File: src/rtl/chess_clock_if.sv
// Bundle of game-control inputs and clock/result outputs for the chess clock.
// The master modport drives the moves and starts; the slave modport is the timer itself.
interface chess_clock_if #(
  parameter int TIME_W = 12
);
  logic              start;
  logic              move_done;
  logic              white_king_lost;
  logic              black_king_lost;
  logic              white_win;
  logic              black_win;
  logic [TIME_W-1:0] white_time;
  logic [TIME_W-1:0] black_time;
  logic              turn;
  logic              running;

  modport master (
    output start, move_done, white_king_lost, black_king_lost,
    input  white_win, black_win, white_time, black_time, turn, running
  );

  modport slave (
    input  start, move_done, white_king_lost, black_king_lost,
    output white_win, black_win, white_time, black_time, turn, running
  );
endinterface

File: src/rtl/chess_clock.sv
// Two-player countdown chess clock with per-move increment; flags the winner on
// timeout or king capture. Every output comes straight from a flop.
module chess_clock #(
  parameter int CYCLES_PER_SEC = 65_000_000,
  parameter int TIME_SEC       = 300,
  parameter int INC_SEC        = 2,
  parameter int TIME_W         = 12
) (
  input  logic         clk,
  input  logic         rst,
  chess_clock_if.slave bus
);
  localparam int          PRE_W  = (CYCLES_PER_SEC > 1) ? $clog2(CYCLES_PER_SEC) : 1;
  localparam int unsigned MAX_T  = (2 ** TIME_W) - 1;
  localparam logic [TIME_W-1:0] START_T = TIME_W'(TIME_SEC);
  localparam logic [PRE_W-1:0]  PRE_TOP = PRE_W'(CYCLES_PER_SEC - 1);

  typedef enum logic [1:0] {IDLE, RUN_W, RUN_B, OVER} state_t;

  state_t            state_q, state_d;
  logic [PRE_W-1:0]  pre_q, pre_d;
  logic [TIME_W-1:0] white_time_q, white_time_d;
  logic [TIME_W-1:0] black_time_q, black_time_d;
  logic              white_win_q, white_win_d;
  logic              black_win_q, black_win_d;
  logic              turn_q, turn_d;
  logic              running_q, running_d;

  logic              in_run;
  logic              tick;
  logic [TIME_W-1:0] active, active_d, inc_val;
  logic [31:0]       bump;

  always_ff @(posedge clk) begin
    if (rst) begin
      state_q      <= IDLE;
      pre_q        <= '0;
      white_time_q <= START_T;
      black_time_q <= START_T;
      white_win_q  <= 1'b0;
      black_win_q  <= 1'b0;
      turn_q       <= 1'b0;
      running_q    <= 1'b0;
    end else begin
      state_q      <= state_d;
      pre_q        <= pre_d;
      white_time_q <= white_time_d;
      black_time_q <= black_time_d;
      white_win_q  <= white_win_d;
      black_win_q  <= black_win_d;
      turn_q       <= turn_d;
      running_q    <= running_d;
    end
  end

  // Only the side to move has a live clock; "active" is that side's time.
  always_comb begin
    state_d      = state_q;
    pre_d        = pre_q;
    white_time_d = white_time_q;
    black_time_d = black_time_q;
    white_win_d  = white_win_q;
    black_win_d  = black_win_q;
    turn_d       = turn_q;
    running_d    = running_q;

    in_run   = (state_q == RUN_W) || (state_q == RUN_B);
    tick     = in_run && (pre_q == PRE_TOP);
    active   = (state_q == RUN_B) ? black_time_q : white_time_q;
    active_d = active;
    bump     = 32'(active) + 32'(INC_SEC) - (tick ? 32'd1 : 32'd0);
    inc_val  = (bump > MAX_T) ? TIME_W'(MAX_T) : bump[TIME_W-1:0];

    case (state_q)
      IDLE, OVER: begin
        if (bus.start) begin
          state_d      = RUN_W;
          pre_d        = '0;
          white_time_d = START_T;
          black_time_d = START_T;
          white_win_d  = 1'b0;
          black_win_d  = 1'b0;
          turn_d       = 1'b0;
          running_d    = 1'b1;
        end
      end
      RUN_W, RUN_B: begin
        pre_d = tick ? '0 : pre_q + PRE_W'(1);
        if (bus.black_king_lost) begin
          white_win_d = 1'b1;
          state_d     = OVER;
          running_d   = 1'b0;
        end else if (bus.white_king_lost) begin
          black_win_d = 1'b1;
          state_d     = OVER;
          running_d   = 1'b0;
        end else if (tick && (active == TIME_W'(1))) begin
          // Flag falls: a move landing on the same tick is too late.
          active_d  = '0;
          state_d   = OVER;
          running_d = 1'b0;
          if (state_q == RUN_W) black_win_d = 1'b1;
          else                  white_win_d = 1'b1;
        end else if (bus.move_done) begin
          active_d = inc_val;
          pre_d    = '0;
          state_d  = (state_q == RUN_W) ? RUN_B : RUN_W;
          turn_d   = ~turn_q;
        end else if (tick) begin
          active_d = active - TIME_W'(1);
        end
        if (state_q == RUN_W) white_time_d = active_d;
        else                  black_time_d = active_d;
      end
      default: state_d = IDLE;
    endcase
  end

  assign bus.white_win  = white_win_q;
  assign bus.black_win  = black_win_q;
  assign bus.white_time = white_time_q;
  assign bus.black_time = black_time_q;
  assign bus.turn       = turn_q;
  assign bus.running    = running_q;
endmodule

File: src/flat_wrapper.sv
// flat-port wrapper written by rule: the top's interface ports become plain ports
module chess_clock_flat 
#(
  parameter int CYCLES_PER_SEC = 65_000_000,
  parameter int TIME_SEC       = 300,
  parameter int INC_SEC        = 2,
  parameter int TIME_W         = 12
)
  (clk, rst, bus_start, bus_move_done, bus_white_king_lost, bus_black_king_lost, bus_white_win, bus_black_win, bus_white_time, bus_black_time, bus_turn, bus_running);
  chess_clock_if #(.TIME_W(TIME_W)) bus_i ();
  input  logic clk;
  input  logic rst;
  input wire logic [$bits(bus_i.start)-1:0] bus_start;
  input wire logic [$bits(bus_i.move_done)-1:0] bus_move_done;
  input wire logic [$bits(bus_i.white_king_lost)-1:0] bus_white_king_lost;
  input wire logic [$bits(bus_i.black_king_lost)-1:0] bus_black_king_lost;
  output wire logic [$bits(bus_i.white_win)-1:0] bus_white_win;
  output wire logic [$bits(bus_i.black_win)-1:0] bus_black_win;
  output wire logic [$bits(bus_i.white_time)-1:0] bus_white_time;
  output wire logic [$bits(bus_i.black_time)-1:0] bus_black_time;
  output wire logic [$bits(bus_i.turn)-1:0] bus_turn;
  output wire logic [$bits(bus_i.running)-1:0] bus_running;
  assign bus_i.start = bus_start;
  assign bus_i.move_done = bus_move_done;
  assign bus_i.white_king_lost = bus_white_king_lost;
  assign bus_i.black_king_lost = bus_black_king_lost;
  assign bus_white_win = bus_i.white_win;
  assign bus_black_win = bus_i.black_win;
  assign bus_white_time = bus_i.white_time;
  assign bus_black_time = bus_i.black_time;
  assign bus_turn = bus_i.turn;
  assign bus_running = bus_i.running;
  chess_clock #(.CYCLES_PER_SEC(CYCLES_PER_SEC), .TIME_SEC(TIME_SEC), .INC_SEC(INC_SEC), .TIME_W(TIME_W)) u_core (.clk(clk), .rst(rst), .bus(bus_i));
endmodule
File: config.mk
export PLATFORM = sky130hd
export DESIGN_NAME = chess_clock_flat
export DESIGN_NICKNAME = d
export VERILOG_FILES = /design/src/rtl/chess_clock_if.sv /design/src/rtl/chess_clock.sv /design/src/flat_wrapper.sv
export SDC_FILE = /design/constraint.sdc
export NUM_CORES = 1
export LEC_CHECK = 0
export ABC_CLOCK_PERIOD_IN_PS = 6300
export CORE_ASPECT_RATIO = 0.75
export CORE_MARGIN = 2
export CORE_UTILIZATION = 50
export CTS_BUF_LIST = sky130_fd_sc_hd__clkbuf_4 sky130_fd_sc_hd__clkbuf_8
export DETAILED_ROUTE_END_ITERATION = 16
export PLACE_DENSITY = 0.71
export SYNTH_ARGS = -nofsm -noshare
export SYNTH_HDL_FRONTEND = slang
export SYNTH_SLANG_ARGS = --single-unit
File: constraint.sdc
create_clock -name clk -period 6.3 [get_ports clk]
set_input_delay 1.26 -clock clk [delete_from_list [all_inputs] [get_ports clk]]
set_output_delay 1.26 -clock clk [all_outputs]
set_load 0.03 [all_outputs]
# Yosys cells after proc, flatten, opt, wreduce, memory -nomap -nowiden
# Cells that the tools add are included.
# Widths: inputs -> output; s select.
# totals
ff_bits	56
latch_bits	0
mem_bits_rw	0
rom_bits	0
input_bits	6
output_inout_bits	28
wordCells	94
mem_count	0
# op_classes
n_addsub	4
n_mul	0
n_div	0
magnitude_cmp	1
eq_ne	19
n_shift	0
mux	48
n_bitwise	1
n_reduce_logical	13
# op_table
operator	count
$mux 26	6
$mux 12	10
$pmux 26 s2	1
$pmux 12 s2	2
$gt 32x12->1 const B	1
$sub 32x32->32	1
$add 26x1->26 const B	1
$eq 26x26->1 const B	1
$mux 1	18
$add 12x2->13 const B	1
$eq 12x1->1 const B	1
$mux 2	6
$ne 2x2->1 const B	6
$sub 12x1->12 const B	1
$ne 3x2->1 const B	3
$pmux 1 s2	4
$reduce_and 2->1	4
$reduce_and 4->1	2
$ne 3x3->1 const B	2
$ne 5x4->1 const B	1
$reduce_and 5->1	1
$eq 2x2->1 const B	2
$ne 4x3->1 const B	1
$pmux 2 s2	1
other kinds (7)	9

# Depth between registers and ports, before layout
# Gate-level depths: netlist (run 1).
# logic_depth
word_depth	13
mapped_depth	18
mapped_depth_nobuf	17

# Worst setup path before layout (run 1)
# OpenSTA, ideal clock, no wires.
# synth_timing
kind	reg2reg
startpoint	register u_core.pre_q[12]
endpoint	register u_core.white_time_q[2] (netlist: u_core.bus.white_time[2])
setup_time_ps	129
arrival_ps	3472
t_required_ps	6171
setup_slack_ps	2699
stages_incl_launch_ff	17
n_path_buf	0
synth_period_minus_slack_ps	3601
cell_sequence	dfxtp_1 nor4bb_1 nand4_1 nor4_1 ha_1 ha_1 nand2b_1 a21o_1 a21oi_1 ha_1 nand2b_1 or2_2 nor3_1 a211o_1 o311ai_0 o32ai_1 nand2_1
# synth_between
elab_chain_cells	12
# synth_lines
element	line_no	text
start: declaration	chess_clock.sv:21	logic [PRE_W-1:0] pre_q, pre_d;
start signal: assignment	chess_clock.sv:46	pre_q <= pre_d;
$eq 26x26->1 *	chess_clock.sv:68	tick = in_run && (pre_q == PRE_TOP);
$logic_and 1x1->1 *	chess_clock.sv:68	
$mux 1	chess_clock.sv:71	bump = 32'(active) + 32'(INC_SEC) - (tick ? 32'd1 : 32'd0);
$sub 32x32->32	chess_clock.sv:71	
$gt 32x12->1	chess_clock.sv:72	inc_val = (bump > MAX_T) ? TIME_W'(MAX_T) : bump[TIME_W-1:0];
$mux 12	chess_clock.sv:72	
$mux 12	chess_clock.sv:104	end else if (bus.move_done) begin
$mux 12 *	chess_clock.sv:97	end else if (tick && (active == TIME_W'(1))) begin
$mux 12 *	chess_clock.sv:93	end else if (bus.white_king_lost) begin
$mux 12 *	chess_clock.sv:89	if (bus.black_king_lost) begin
$mux 12 *	chess_clock.sv:112	if (state_q == RUN_W) white_time_d = active_d;
$pmux 12 s2 *	chess_clock.sv:74	case (state_q)
end signal: assignment	chess_clock.sv:47	white_time_q <= white_time_d;
end: declaration	chess_clock.sv:22	logic [TIME_W-1:0] white_time_q, white_time_d;
# Mark *: on every way between the ends. The rest lies on a longest branch, timed or not. The select of a mux whose other input is x is not followed.
# A chain may end at the register's enable or synchronous reset.

# Final worst setup path (run 1)
# Ends and elaborated chain as after synthesis.

==> results.cfg, run 1 <==
[outcome]
status = finished, final reports clean

[route]
wl_per_cell_um = 20.5
drc = 0
num_vias = 4117
ant_nets = 0
drt-total-wl_mm = 12.7
drtIter0Drc = 580
first_pass_iters = 5
post_drt_via_cell_ratio = 6.65

[global_routing]
grt_pass1_wl_mm = 19.8
grt_pass1_vias = 3578
grt_max_degree = 39
antenna_found_initial = 0
overflow = 0
grt_usage_pct = 29.9

[floorplanning]
placementRows = 27
core_area_mm2 = 0.00743
die-area_mm2 = 0.00847
chipHeight_um = 80.2
start_util_pct = 52.1
io_pins = 34
die_w_um = 106

[final_layout]
fillers = 686
antenna_cells = 0
syn2layout_area_growth_pct = 12.2
drive_above_1_share_pct = 7.14
nets = 534

[placement]
dpl.hpwl_mm = 9.44
numPortBuffers = 33
gp_congestion = 1.12

[clock_network]
numCtsBuffers = 5
cts_root_buf = clkbuf_8
cts_max_level = 2
cts_sinks = 56
cts_resized = 0
clk_latency_ns = 0.32
clkTransAtPathRegs_ns = 0.10
cts_tree = yes
ctsLongestPathBuffers = 2
cts_setup_buffers = 0
cts_hold_buf = 0

[critical_path]
cp_max_fo = 5
critPathCaptureType = flip-flop
path_class = flip-flop to flip-flop
crit_path_start_kind = flip-flop
required_ns = 6.50
arrival_ns = 4.93

[power]
internal_power_uw = 558
powerDensity_mw_per_mm2 = 208
clockPowerShare_pct = 23.2
irDropWorstVdd_mv = 0.147
pwr-share-comb_pct = 33.1
swShare_pct = 38.3
p_sw_uw = 347
seqPwrFrac_pct = 43.7
leakage_uw = 0.00147
power.total_uw = 905

[synth]
yosys.area.top_type = dfxtp_1
avgSynthCellArea_um2 = 7.74
synth.area.top_cells = dfxtp_1 (29%), nor2_1 (7.0%), nand2_1 (3.6%)
synth_cell_types = 65
synth-compound-area-share_pct = 21.7
dominantRegCellSynth = dfxtp_1
muxShareOfSynthArea_pct = 5.85
async_flop_share_pct = 0
syn-instance-count = 500
ys_ff_latch = 56
synthAdderAreaFrac_pct = 3.23
synth_top_family_by_area = simple AND/OR/NAND/NOR gates
yosysWarnings = 0
yosys.area.top_type_share_pct = 28.9
synth-edff-count = 0
yosys.area_share.simple_pct = 31.1
yosys.area_share.xor_xnor_pct = 4.98
syn-num-nets = 516
seq_area_frac_synth_pct = 28.9
synthesis.area_mm2 = 0.00387

[sta]
fmax_ghz = 0.211
tns_ns = 0
holdWs_ns = 0.461
rsz0062_at_grt = false
hold_violations = 0
tightest_slew_ns = 1.08
setup_viol_count_final = 0
slew_headroom_pct = 27.5
skew_ns = 0.00710
period_needed_ns = 4.73
final_max_slew_viol_count = 0
finalCritPeriodShare_pct = 75.1

[job]
max_cap_viol_count = 0

[worst_hold_path]
hold_path_class = flip-flop to flip-flop
-- power groups by stage --
| stage | clock, uW | combinational, uW | sequential [uW] |
|---|---|---|---|
| floorplan | 0 | 178 | 423 |
| global placement | 0 | 291 | 403 |
| detailed placement | 0 | 290 | 403 |
| CTS | 214 | 291 | 395 |
| global route | 221 | 321 | 398 |
| finish | 210 | 299 | 396 |
-- layout make-up --
cell class / instances / area (um^2) / share of cell area (%)
Clock buffer: 6 / 82.6 / 1.90
Clock inverter: 1 / 8.76 / 0.202
Inverter: 14 / 52.6 / 1.21
Multi-Input combinational cell: 404 / 2590 / 59.7
Sequential cell: 56 / 1120 / 25.8
Tap cell: 101 / 126 / 2.91
Timing Repair Buffer: 37 / 360 / 8.29
-- cell usage after synthesis, drive strengths merged (4+ instances only) --
cell type  number
a211o           4
a211oi          7
a21o            5
a21oi          23
a22oi           7
a31o            5
a31oi           5
and2            4
and3            8
and4            4
buf             9
clkbuf         17
dfxtp          56
ha             10
inv            14
mux2           10
mux2i          11
nand2          37
nand2b          4
nand3          15
nand4          11
nand4b          4
nor2           72
nor2b           7
nor3           15
nor3b           4
nor4            7
o21ai          26
o22ai           6
o311ai          4
o32a            5
or2             7
or3             9
or4             7
xnor2           7
xor2           15
-- cells in the final DEF, fill, tap and decap left out, types with 6 or more instances in the layout --
master,count
nor2_1,72
dfxtp_1,56
nand2_1,37
clkdlybuf4s50_1,33
o21ai_0,24
a21oi_1,22
nor3_1,15
xor2_1,15
inv_1,14
nand3_1,14
mux2i_1,11
nand4_1,10
ha_1,10
mux2_2,9
or3_1,9
and3_1,8
nor4_1,7
a22oi_1,7
a211oi_1,7
nor2b_1,7
or2_2,7
xnor2_1,7
or4_1,6
o22ai_1,6
clkbuf_8,6
-- path summary, 6_finish.rpt --
path / start / endpoint / slack [ns] / cells after the start
max reg2reg: u_core.pre_q[12] / u_core.bus.white_time[2] / 1.57 / 16
min: u_core.bus.running / u_core.bus.running / 0.46 / 2
max: u_core.pre_q[12] / u_core.bus.white_time[2] / 1.57 / 16
min reg2reg: u_core.bus.running / u_core.bus.running / 0.46 / 2
-- per-stage QoR --
stage                     worst slack, ns  utilization [%]  instances  area (um^2)
after global routing                 1.34             58.5        619         4340
final                                1.57             58.5        619         4340
after global placement               1.82             57.2        612         4250
after detailed placement             1.76             57.2        612         4250
after floorplan                      2.70                -        500         3870
after CTS                            1.73             58.5        619         4340
-- cells by family after synthesis --
family,count (synthesis)
AOI/OAI and AO/OA,123
xor gates and xnor gates,22
adders and majority gates,10
buffers and inverters,40
DFF,56
muxes,21
and+or+nand+nor,228
-- sequential cells by signal, summed over array words and instances, names as in the netlist --
name	count
u_core.bus.black_time	12
u_core.bus.black_win	1
u_core.bus.running	1
u_core.bus.turn	1
u_core.bus.white_time	12
u_core.bus.white_win	1
u_core.pre_q	26
u_core.state_q	2
-- per-layer routing --
metal / global-route usage, % / wire length (um) / vias to the layer above
met1: 47.2 / 6060 / 1949
li1: - / - / 1892
met3: 5.68 / 1530 / 27
met5: 0 / 0 / -
met4: 7.11 / 178 / 0
met2: 40.8 / 4920 / 249
-- critical path: stages, from the launching register on --
cell      delay (ns)
dfxtp_1         0.42
nor4bb_1        0.59
nand4_1         0.19
nor4_1          0.79
ha_1            0.30
ha_1            0.18
nand2b_1        0.13
a21o_1          0.22
a21oi_1         0.16
ha_1            0.14
nand2b_1        0.08
or2_2           0.31
nor3_1          0.40
a211o_1         0.16
o311ai_0        0.16
o32ai_1         0.31
nand2_1         0.08
No activity file was read; power rests on OpenSTA's default activity.
==> inputs of run 2 (changes only) <==
--- a/config.mk
+++ b/config.mk
@@ -5,7 +5,7 @@
 export SDC_FILE = /design/constraint.sdc
 export NUM_CORES = 1
 export LEC_CHECK = 0
-export ABC_CLOCK_PERIOD_IN_PS = 6300
+export ABC_CLOCK_PERIOD_IN_PS = 4680
 export CORE_ASPECT_RATIO = 0.75
 export CORE_MARGIN = 2
 export CORE_UTILIZATION = 50
==> constraint.sdc (replaced) <==
create_clock -name clk -period 4.68 [get_ports clk]
set_input_delay 0.936 -clock clk [delete_from_list [all_inputs] [get_ports clk]]
set_output_delay 0.936 -clock clk [all_outputs]
set_load 0.03 [all_outputs]
==> results.cfg, run 2 (synthesized netlist as in run 1, its figures left out) <==
[placement]
gp_congestion = 0.991
dpl.hpwl_mm = 9.15
numPortBuffers = 33

[clock_network]
cts_root_buf = clkbuf_8
cts_max_level = 2
numCtsBuffers = 5
cts_setup_buffers = 0
cts_sinks = 56
clk_latency_ns = 0.32
cts_tree = yes
ctsLongestPathBuffers = 2
clkTransAtPathRegs_ns = 0.10

[floorplanning]
chipHeight_um = 80.2
io_pins = 34
die_w_um = 106
start_util_pct = 52.1
core_area_mm2 = 0.00743
die-area_mm2 = 0.00847
placementRows = 27

[final_layout]
nets = 542
multi_input_area_mm2 = 0.00259
seqCellArea_mm2 = 0.00112
drive_above_1_share_pct = 8.73
fillers = 680
final_common_cell = nor2_1
regMostFlops = u_core.pre_q
largest_register_ffs = 26
syn2layout_area_growth_pct = 14.6
antenna_cells = 0
most-common-layout-cells = nor2_1 (72), dfxtp_1 (56), nand2_1 (37)

[sta]
finalCritPeriodShare_pct = 90.1
fmax_ghz = 0.237
rsz0062_at_grt = false
period_needed_ns = 4.22
slew_headroom_pct = 38.3
holdWs_ns = 0.465
hold_violations = 0
setup_viol_count_final = 0
skew_ns = 0.00672
tns_ns = 0
final_max_slew_viol_count = 0
tightest_slew_ns = 0.922

[job]
max_cap_viol_count = 0

[worst_hold_path]
hold_path_class = flip-flop to flip-flop
min_from = u_core.bus.black_win

[route]
wl_per_cell_um = 19.9
num_vias = 4035
drc = 0
post_drt_via_cell_ratio = 6.43
drt-total-wl_mm = 12.5
ant_nets = 0
drtIter0Drc = 375
first_pass_iters = 7

[global_routing]
grt_max_degree = 27
grt_pass1_vias = 3627
grt_pass1_wl_mm = 19.7
antenna_found_initial = 0
overflow = 0
grt_usage_pct = 30.1

[outcome]
status = finished, final reports clean

[critical_path]
worstSetupStartpoint = u_core.pre_q[13]
critPathCaptureType = flip-flop
required_ns = 4.90
cp_max_fo = 5
r2r-start = u_core.pre_q[13]
crit_end = u_core.bus.black_time[10]
worstRegToRegCells = 16
crit_path_start_kind = flip-flop
arrival_ns = 4.44
path_class = flip-flop to flip-flop
rrSetupSlack_ns = 0.46
r2r-end = u_core.bus.black_time[10]

[power]
powerDensity_mw_per_mm2 = 292
leakage_uw = 0.00153
irDropWorstVdd_mv = 0.224
run 2: cell count changes in the layout (fill, tap and decap cells not counted), sizes merged:
cell,previous run,this run
buf,4,12
bufinv,0,1
clkbuf,6,7
clkinv,1,0
run 2: metal layers:
layer  part of all wire, %  global-route usage (%)
met1                    48                    45.1
met2                    40                    42.3
met3                    11                    8.44
met4                   1.4                    6.32
met5                     0                       0
run 2: how the worst min path moves through the flow:
stage	to	slack, ns	cells past startpoint
after global placement	u_core.bus.running	0.45	2
after global routing	u_core.bus.running	0.48	2
after detailed placement	u_core.bus.black_win	0.45	2
final	u_core.bus.black_win	0.46	2
after CTS	u_core.bus.black_win	0.47	2
after floorplan	u_core.state_q[1]	0.45	2
run 2: where the power goes:
group | internal, uW | switching, uW | leakage, uW
logic | 139 | 273 | 0.00101
clock network | 189 | 165 | 0.0000645
registers | 501 | 30.9 | 0.000454
run 2: worst max-delay path, stage by stage (launching register included):
cell and delay (ns):
dfxtp_1 0.36, nor4b_1 0.67, nand4_1 0.21, nor4_1 0.31
buf_4 0.19, ha_1 0.16, ha_1 0.18, nand2b_1 0.14
a21o_1 0.24, a21oi_1 0.13, ha_1 0.13, nand2b_1 0.07
or2_2 0.31, nor2_1 0.39, o21ai_0 0.16, and2_1 0.20
o31a_1 0.26
run 2: layout make-up:
cell class | count | share of cell area [%]
clock inverters | 1 | 0.677
clock buffers | 7 | 2.17
well taps | 101 | 2.85
multi-input cells | 404 | 58.4
flip-flops and latches | 56 | 25.3
inverters | 14 | 1.18
repair buffers | 45 | 9.47
run 2: repair_timing:
item,CTS,global route
endpoints found under the setup margin,0,1
hold endpoints to repair,0,0
hold buffers,0,0
gates resized for setup,0,1
run 2: through the flow:
step | std cells | setup WS (ns) | total power [uW] | utilization, % | area (um^2)
CTS | 628 | 0.409 | 1290 | 59.7 | 4440
finish | 628 | 0.463 | 1300 | 59.7 | 4440
floorplan | 500 | 1.08 | 809 | - | 3870
global placement | 620 | 0.416 | 941 | 58.0 | 4310
global route | 628 | 0.182 | 1350 | 59.7 | 4440
detailed placement | 620 | 0.423 | 940 | 58.0 | 4310
